==> src/rtl/ahb_bridge_pkg.sv <==
// Shared codes and helpers for the AHB-to-APB bridge front end.
// Holds AHB encodings, the error FSM states and the burst-length lookup.
package ahb_bridge_pkg;

   typedef enum logic [1:0] {
      HT_IDLE   = 2'b00,
      HT_BUSY   = 2'b01,
      HT_NONSEQ = 2'b10,
      HT_SEQ    = 2'b11
   } htrans_e;

   typedef enum logic [2:0] {
      HB_SINGLE = 3'd0,
      HB_INCR   = 3'd1,
      HB_WRAP4  = 3'd2,
      HB_INCR4  = 3'd3,
      HB_WRAP8  = 3'd4,
      HB_INCR8  = 3'd5,
      HB_WRAP16 = 3'd6,
      HB_INCR16 = 3'd7
   } hburst_e;

   typedef enum logic [1:0] {
      HRESP_OKAY  = 2'b00,
      HRESP_ERROR = 2'b01,
      HRESP_RETRY = 2'b10,
      HRESP_SPLIT = 2'b11
   } hresp_e;

   typedef enum logic [1:0] {
      ST_IDLE = 2'd0,
      ST_ERR1 = 2'd1,
      ST_ERR2 = 2'd2
   } err_state_e;

   // Beat count of a burst type; 0 stands for unbounded (INCR).
   function automatic logic [4:0] burst_len(hburst_e b);
      logic [4:0] len;
      unique case (b)
         HB_SINGLE:           len = 5'd1;
         HB_INCR:             len = 5'd0;
         HB_WRAP4,  HB_INCR4:  len = 5'd4;
         HB_WRAP8,  HB_INCR8:  len = 5'd8;
         HB_WRAP16, HB_INCR16: len = 5'd16;
         default:             len = 5'd1;
      endcase
      return len;
   endfunction

endpackage

==> src/rtl/ahb_addr_decode.sv <==
// Address window check and one-hot slot decode.
// Purely combinational; 64-bit math avoids wrap at the window top.
module ahb_addr_decode #(
   parameter int          NUM_SEL   = 3,
   parameter logic [31:0] BASE_ADDR = 32'h8000_0000,
   parameter logic [31:0] SLOT_SIZE = 32'h0400_0000
) (
   input  logic [31:0]        haddr,
   output logic [NUM_SEL-1:0] sel,
   output logic               in_range
);

   logic [63:0] addr_w;
   logic [63:0] lo;
   logic [63:0] hi;

   // Compare the address against each slot's [lo, hi) span.
   always_comb begin
      sel    = '0;
      addr_w = {32'd0, haddr};
      lo     = '0;
      hi     = '0;
      for (int k = 0; k < NUM_SEL; k++) begin
         lo = {32'd0, BASE_ADDR} + 64'(k) * {32'd0, SLOT_SIZE};
         hi = lo + {32'd0, SLOT_SIZE};
         if (addr_w >= lo && addr_w < hi) begin
            sel[k] = 1'b1;
         end
      end
   end

   assign in_range = |sel;

endmodule

==> src/rtl/ahb_slave_pipe.sv <==
// AHB slave front end of the APB bridge: pipelines address/data,
// validates transfers, tracks bursts and sequences ERROR responses.
module ahb_slave_pipe
   import ahb_bridge_pkg::*;
#(
   parameter int          NUM_SEL   = 3,
   parameter logic [31:0] BASE_ADDR = 32'h8000_0000,
   parameter logic [31:0] SLOT_SIZE = 32'h0400_0000
) (
   input  logic               clk,
   input  logic               resetn,
   input  logic               hwrite,
   input  logic [2:0]         hsize,
   input  logic [2:0]         hburst,
   input  logic [1:0]         htrans,
   input  logic               hreadyin,
   input  logic [31:0]        haddr,
   input  logic [31:0]        hwdata,
   output logic               valid,
   output logic [NUM_SEL-1:0] tempselx,
   output logic [31:0]        haddr_1,
   output logic [31:0]        haddr_2,
   output logic [31:0]        hwdata_1,
   output logic [31:0]        hwdata_2,
   output logic               hwrite_reg,
   output logic               hwrite_reg_1,
   output logic [1:0]         hresp,
   output logic               err_stall,
   output logic               burst_last
);

   logic [31:0] haddr_1_q, haddr_1_d;
   logic [31:0] haddr_2_q, haddr_2_d;
   logic [31:0] hwdata_1_q, hwdata_1_d;
   logic [31:0] hwdata_2_q, hwdata_2_d;
   logic        hwrite_1_q, hwrite_1_d;
   logic        hwrite_2_q, hwrite_2_d;

   err_state_e  state_q, state_d;
   logic        open_q, open_d;
   logic [4:0]  cnt_q, cnt_d;
   logic [4:0]  len_q, len_d;
   logic        last_q, last_d;

   htrans_e     trans;
   logic        in_range;
   logic        idle;
   logic        is_ns;
   logic        is_seq;
   logic        active;
   logic        size_bad;
   logic        align_bad;
   logic        seq_bad;
   logic        bad;
   logic        valid_c;
   logic [4:0]  cnt_nxt;
   hresp_e      hresp_c;
   logic        stall_c;

   ahb_addr_decode #(
      .NUM_SEL   (NUM_SEL),
      .BASE_ADDR (BASE_ADDR),
      .SLOT_SIZE (SLOT_SIZE)
   ) u_dec (
      .haddr    (haddr),
      .sel      (tempselx),
      .in_range (in_range)
   );

   // Shift the address/data pipeline only when the bus is ready.
   always_comb begin
      haddr_1_d  = haddr_1_q;
      haddr_2_d  = haddr_2_q;
      hwdata_1_d = hwdata_1_q;
      hwdata_2_d = hwdata_2_q;
      hwrite_1_d = hwrite_1_q;
      hwrite_2_d = hwrite_2_q;
      if (hreadyin) begin
         haddr_1_d  = haddr;
         haddr_2_d  = haddr_1_q;
         hwdata_1_d = hwdata;
         hwdata_2_d = hwdata_1_q;
         hwrite_1_d = hwrite;
         hwrite_2_d = hwrite_1_q;
      end
   end

   // Classify the current transfer; anything seen during ERR1/ERR2 is ignored.
   always_comb begin
      trans     = htrans_e'(htrans);
      idle      = (state_q == ST_IDLE);
      is_ns     = (trans == HT_NONSEQ);
      is_seq    = (trans == HT_SEQ);
      active    = hreadyin && (is_ns || is_seq);
      size_bad  = (hsize > 3'd2);
      align_bad = ((hsize == 3'd1) && haddr[0]) ||
                  ((hsize == 3'd2) && (haddr[1:0] != 2'b00));
      seq_bad   = is_seq &&
                  (!open_q || ((len_q != 5'd0) && (cnt_q >= len_q)));
      bad       = active && idle &&
                  (!in_range || size_bad || align_bad || seq_bad);
      valid_c   = active && idle && !bad;
   end

   // Burst tracking: open on NONSEQ, count SEQ beats, close on end/error/IDLE.
   always_comb begin
      open_d  = open_q;
      cnt_d   = cnt_q;
      len_d   = len_q;
      last_d  = 1'b0;
      cnt_nxt = (cnt_q == 5'd31) ? cnt_q : cnt_q + 5'd1;
      if (idle) begin
         if (bad) begin
            open_d = 1'b0;
         end else if (valid_c && is_ns) begin
            len_d  = burst_len(hburst_e'(hburst));
            cnt_d  = 5'd1;
            open_d = (len_d != 5'd1);
         end else if (valid_c && is_seq) begin
            cnt_d = cnt_nxt;
            if ((len_q != 5'd0) && (cnt_nxt == len_q)) begin
               open_d = 1'b0;
               last_d = 1'b1;
            end
         end else if (hreadyin && (trans == HT_IDLE)) begin
            open_d = 1'b0;
         end
      end
   end

   // Error FSM: two ERROR cycles, the first one stalling the bus.
   always_comb begin
      state_d = state_q;
      hresp_c = HRESP_OKAY;
      stall_c = 1'b0;
      unique case (state_q)
         ST_IDLE: begin
            if (bad) state_d = ST_ERR1;
         end
         ST_ERR1: begin
            state_d = ST_ERR2;
            hresp_c = HRESP_ERROR;
            stall_c = 1'b1;
         end
         ST_ERR2: begin
            state_d = ST_IDLE;
            hresp_c = HRESP_ERROR;
         end
         default: state_d = ST_IDLE;
      endcase
   end

   // State registers with synchronous active-high reset.
   always_ff @(posedge clk) begin
      if (resetn) begin
         haddr_1_q  <= '0;
         haddr_2_q  <= '0;
         hwdata_1_q <= '0;
         hwdata_2_q <= '0;
         hwrite_1_q <= 1'b0;
         hwrite_2_q <= 1'b0;
         state_q    <= ST_IDLE;
         open_q     <= 1'b0;
         cnt_q      <= '0;
         len_q      <= '0;
         last_q     <= 1'b0;
      end else begin
         haddr_1_q  <= haddr_1_d;
         haddr_2_q  <= haddr_2_d;
         hwdata_1_q <= hwdata_1_d;
         hwdata_2_q <= hwdata_2_d;
         hwrite_1_q <= hwrite_1_d;
         hwrite_2_q <= hwrite_2_d;
         state_q    <= state_d;
         open_q     <= open_d;
         cnt_q      <= cnt_d;
         len_q      <= len_d;
         last_q     <= last_d;
      end
   end

   assign valid        = valid_c;
   assign haddr_1      = haddr_1_q;
   assign haddr_2      = haddr_2_q;
   assign hwdata_1     = hwdata_1_q;
   assign hwdata_2     = hwdata_2_q;
   assign hwrite_reg   = hwrite_1_q;
   assign hwrite_reg_1 = hwrite_2_q;
   assign hresp        = hresp_c;
   assign err_stall    = stall_c;
   assign burst_last   = last_q;

endmodule

==> config.mk <==
export PLATFORM = sky130hd
export DESIGN_NAME = ahb_slave_pipe
export DESIGN_NICKNAME = d
export VERILOG_FILES = /design/src/rtl/ahb_bridge_pkg.sv /design/src/rtl/ahb_addr_decode.sv /design/src/rtl/ahb_slave_pipe.sv
export SDC_FILE = /design/constraint.sdc
export NUM_CORES = 1
export LEC_CHECK = 0
export ABC_AREA = 0
export CAP_MARGIN = 20
export CORE_MARGIN = 2
export CORE_UTILIZATION = 30
export CTS_CLUSTER_SIZE = 30
export DETAILED_ROUTE_END_ITERATION = 7
export PLACE_DENSITY = 0.58
export SLEW_MARGIN = 5
export SYNTH_ARGS = -nofsm -noshare
export SYNTH_HDL_FRONTEND = slang
export SYNTH_SLANG_ARGS = --single-unit
==> constraint.sdc <==
create_clock -name clk -period 5.4 [get_ports clk]
set_input_delay 1.08 -clock clk [delete_from_list [all_inputs] [get_ports clk]]
set_output_delay 1.08 -clock clk [all_outputs]
set_load 0.02 [all_outputs]
==> metrics.cfg <==
[setup_path]
crit_type=input pin to output pin
slowest_stage=clkdlybuf4s50_1
crit_arrival_ns=3.69
slowest_delay_ns=0.62
r2r_end=state_q[1]
ff2ff_path_depth=7
r2r-start=cnt_q[0]
reg2reg_slack_ns=3.25
startpoint_type=input pin
critical_path_required_ns=4.32
worstPathMaxFanout=6
worst_setup_path_end_kind=output pin
cpMostUsedCell=clkdlybuf4s50_1
path_cells=clkdlybuf4s50_1 -> or4b_4 -> a211o_4 -> nor3_2 -> and2_1 -> clkdlybuf4s50_1

[die]
initial_core_util_pct=30.63
io_pins=214
row_count=49
fp.coreArea_um2=18020
die_x_um=139.7
fp.dieH_um=139.7
die_area_um2=19500

[placement]
dp_hpwl_um=10570
dp_cells=953
port_buffers=212
dpl_worst_slack_ns=0.6423
routabilityCongestion=0.8187

[timing]
min_period_over_period_pct=88.37
tns_ns=0
setup_ws_ns=0.6282
tightest_slew_ns=1.037
setup_violations=0
hold_ws_ns=0.4830
finalClockSkew_ns=0.01122
relSlewSlack_pct=30.89
final-hold-violation-count=0
clock.fmax_ghz=0.2096
rsz0062_at_grt=no
period_minus_slack_ns=4.772
drv_slew=0

[cells_and_area]
fin_cells=985
drive_gt1_share_pct=5.688
area_delta_synth_final_pct=52.49
fin_util_pct=46.70
diodes=0
final_nets=827

[clock_network]
cts_hold_buf=0
clk_latency_ns=0.42
htreeDepth=4
cts_resized=0
cts_sinks=143
cts_max_path_buffers=2
clk_pin_slew_ns=0.06
cts_buffers=17
cts_tree=yes
cts_root_buf=clkbuf_16
postCtsSetupBuffers=0

[synth]
syn_inst=542
yosysTopAreaCell=dfxtp_1
synth.top_cell.area_share_pct=51.86
synth-main-ff-cell=dfxtp_1
async_reset_ff_share_pct=0
synth_cell_types=43
yosys-top-cells-area=dfxtp_1 52%, mux2i_1 24%, nor2_1 9.4%
ys_seq_elements=143
synth.avg_cell_area_um2=10.19
synth_edf_count=0
syn_nets=626
yosys_warnings=0
syn_area_um2=5520
yosysSeqAreaShare_pct=51.86

[global_route]
grt_usage_pct=14.95
overflow=0
grt_antenna_before_repair=0
grt_first_pass_wirelength_um=23330
grt_pass1_vias=4336
grt_max_degree=94

[routing]
routedWlPerCell_um=15.08
detail-route-antenna-nets=0
vias=4459
drt-initial-drc-count=145
wl_um=14860
drt-pass1-iter-count=4
vias_per_cell=4.527
drc=0

[status]
status=complete, no violations

[pwr]
p_sw_mw=0.6892
ir_drop_v=0.0002081
intPower_mw=2.040
p_per_area_nw_per_um2=324.2
sw_frac_of_total_pct=25.25
leakagePower_nw=3.494
pwr-share-clk_pct=43.6
pwr-share-comb_pct=14.6
pwr-share-seq_pct=41.8

[flow_run]
cap_violations=0

[worst_hold_path]
worstHoldStart=state_q[1]
hold_path.class=flop to flop
whs_path_depth=2
hold_end=state_q[1]

==> routing by layer <==
metal | track usage, % | vias to the layer above | part of all wire (%)
met1 | 18.13 | 2065 | 44
met4 | 7.158 | 0 | 2.7
met5 | 0 | - | 0
met3 | 3.992 | 25 | 4.7
li1 | - | 2237 | -
met2 | 24.69 | 132 | 49
==> critical path, delay by kind of cell <==
kind / cells / cell delay [ns]
buf+inv: 2 / 1.06
simple gates: 3 / 1.22
compound gates: 1 / 0.33
==> placed cells by master (no fill, tap or decap), types with 2 or more instances in the layout <==
master,Yosys,final
clkinv_4,0,2
xnor2_1,4,4
nor3_1,4,4
nand3_1,4,4
nor2_1,138,138
dfxtp_1,143,143
clkinvlp_4,0,2
inv_6,0,3
o21ai_0,3,3
clkdlybuf4s50_1,0,210
nor2b_1,3,3
a21boi_0,2,2
nor3b_1,6,6
clkbuf_16,0,17
buf_4,1,4
mux2i_1,135,135
and2_1,2,2
clkbuf_1,16,3
a21oi_1,3,3
a311oi_1,2,2
ha_1,8,8
bufinv_16,0,3
a31oi_1,2,2
inv_1,10,10
nand2_1,14,14
o21a_1,3,3
nand4_1,2,2
clkinv_2,0,2
==> how the worst max path moves through the flow <==
stage          slack [ns]  startpoint  depth (start not counted)  endpoint
6_report             0.63   haddr[28]                          6     valid
5_1_grt              0.54   haddr[28]                          6     valid
4_1_cts              0.63   haddr[28]                          6     valid
3_5_place_dp         0.64   haddr[28]                          6     valid
3_3_place_gp         0.72   haddr[28]                          6     valid
2_1_floorplan        1.78   haddr[28]                          4     valid
==> power by group through the flow <==
stage          Combinational, mW  Clock (mW)  Sequential [mW]
5_1_grt                    0.428        1.27             1.15
2_1_floorplan              0.155           0             1.21
3_5_place_dp               0.402           0             1.16
6_report                   0.399        1.19             1.14
4_1_cts                    0.404        1.22             1.14
3_3_place_gp               0.396           0             1.16
==> area by class of cell <==
class,instances,area (um2)
repair buffers,215,2143
multi-input cells,356,2492
clock inverters,12,158.9
flip-flops and latches,143,2863
fillers,1712,9607
well taps,229,286.5
inverters,10,37.54
clock buffers,20,436.7
==> logic make-up (layout without fill, tap and decap cells) <==
kind of cell             Yosys count  in the layout  synth area share (%)
XOR/XNOR                           4              4                0.6346
adder cells (fa/ha/maj)            8              8                 1.813
multiplexers                     137            137                 24.95
other                              1              1               0.06793
AO/OA/AOI/OAI                     25             25                 3.536
AND/OR/NAND/NOR                  181            181                 14.14
flip-flops                       143            143                 51.86
buffers and inverters             43            257                 2.992
==> per-stage QoR <==
stage | total power [mW] | cell area [um2]
global route | 2.843 | 8418
detailed placement | 1.565 | 7823
finish | 2.729 | 8418
CTS | 2.766 | 8418
global placement | 1.556 | 7823
floorplan | 1.368 | 5520
==> synthesized netlist by cell type, types with 2 or more instances <==
cell type / instances
o21a_1: 3
clkbuf_1: 16
nor2_1: 138
ha_1: 8
dfxtp_1: 143
nand3_1: 4
nand2_1: 14
o21ai_0: 3
a311oi_1: 2
inv_1: 10
nand4_1: 2
nor2b_1: 3
buf_1: 16
a21oi_1: 3
nor3b_1: 6
and2_1: 2
nor3_1: 4
xnor2_1: 4
a21boi_0: 2
mux2i_1: 135
a31oi_1: 2
Note: power is estimated with default switching activity, not from simulation.
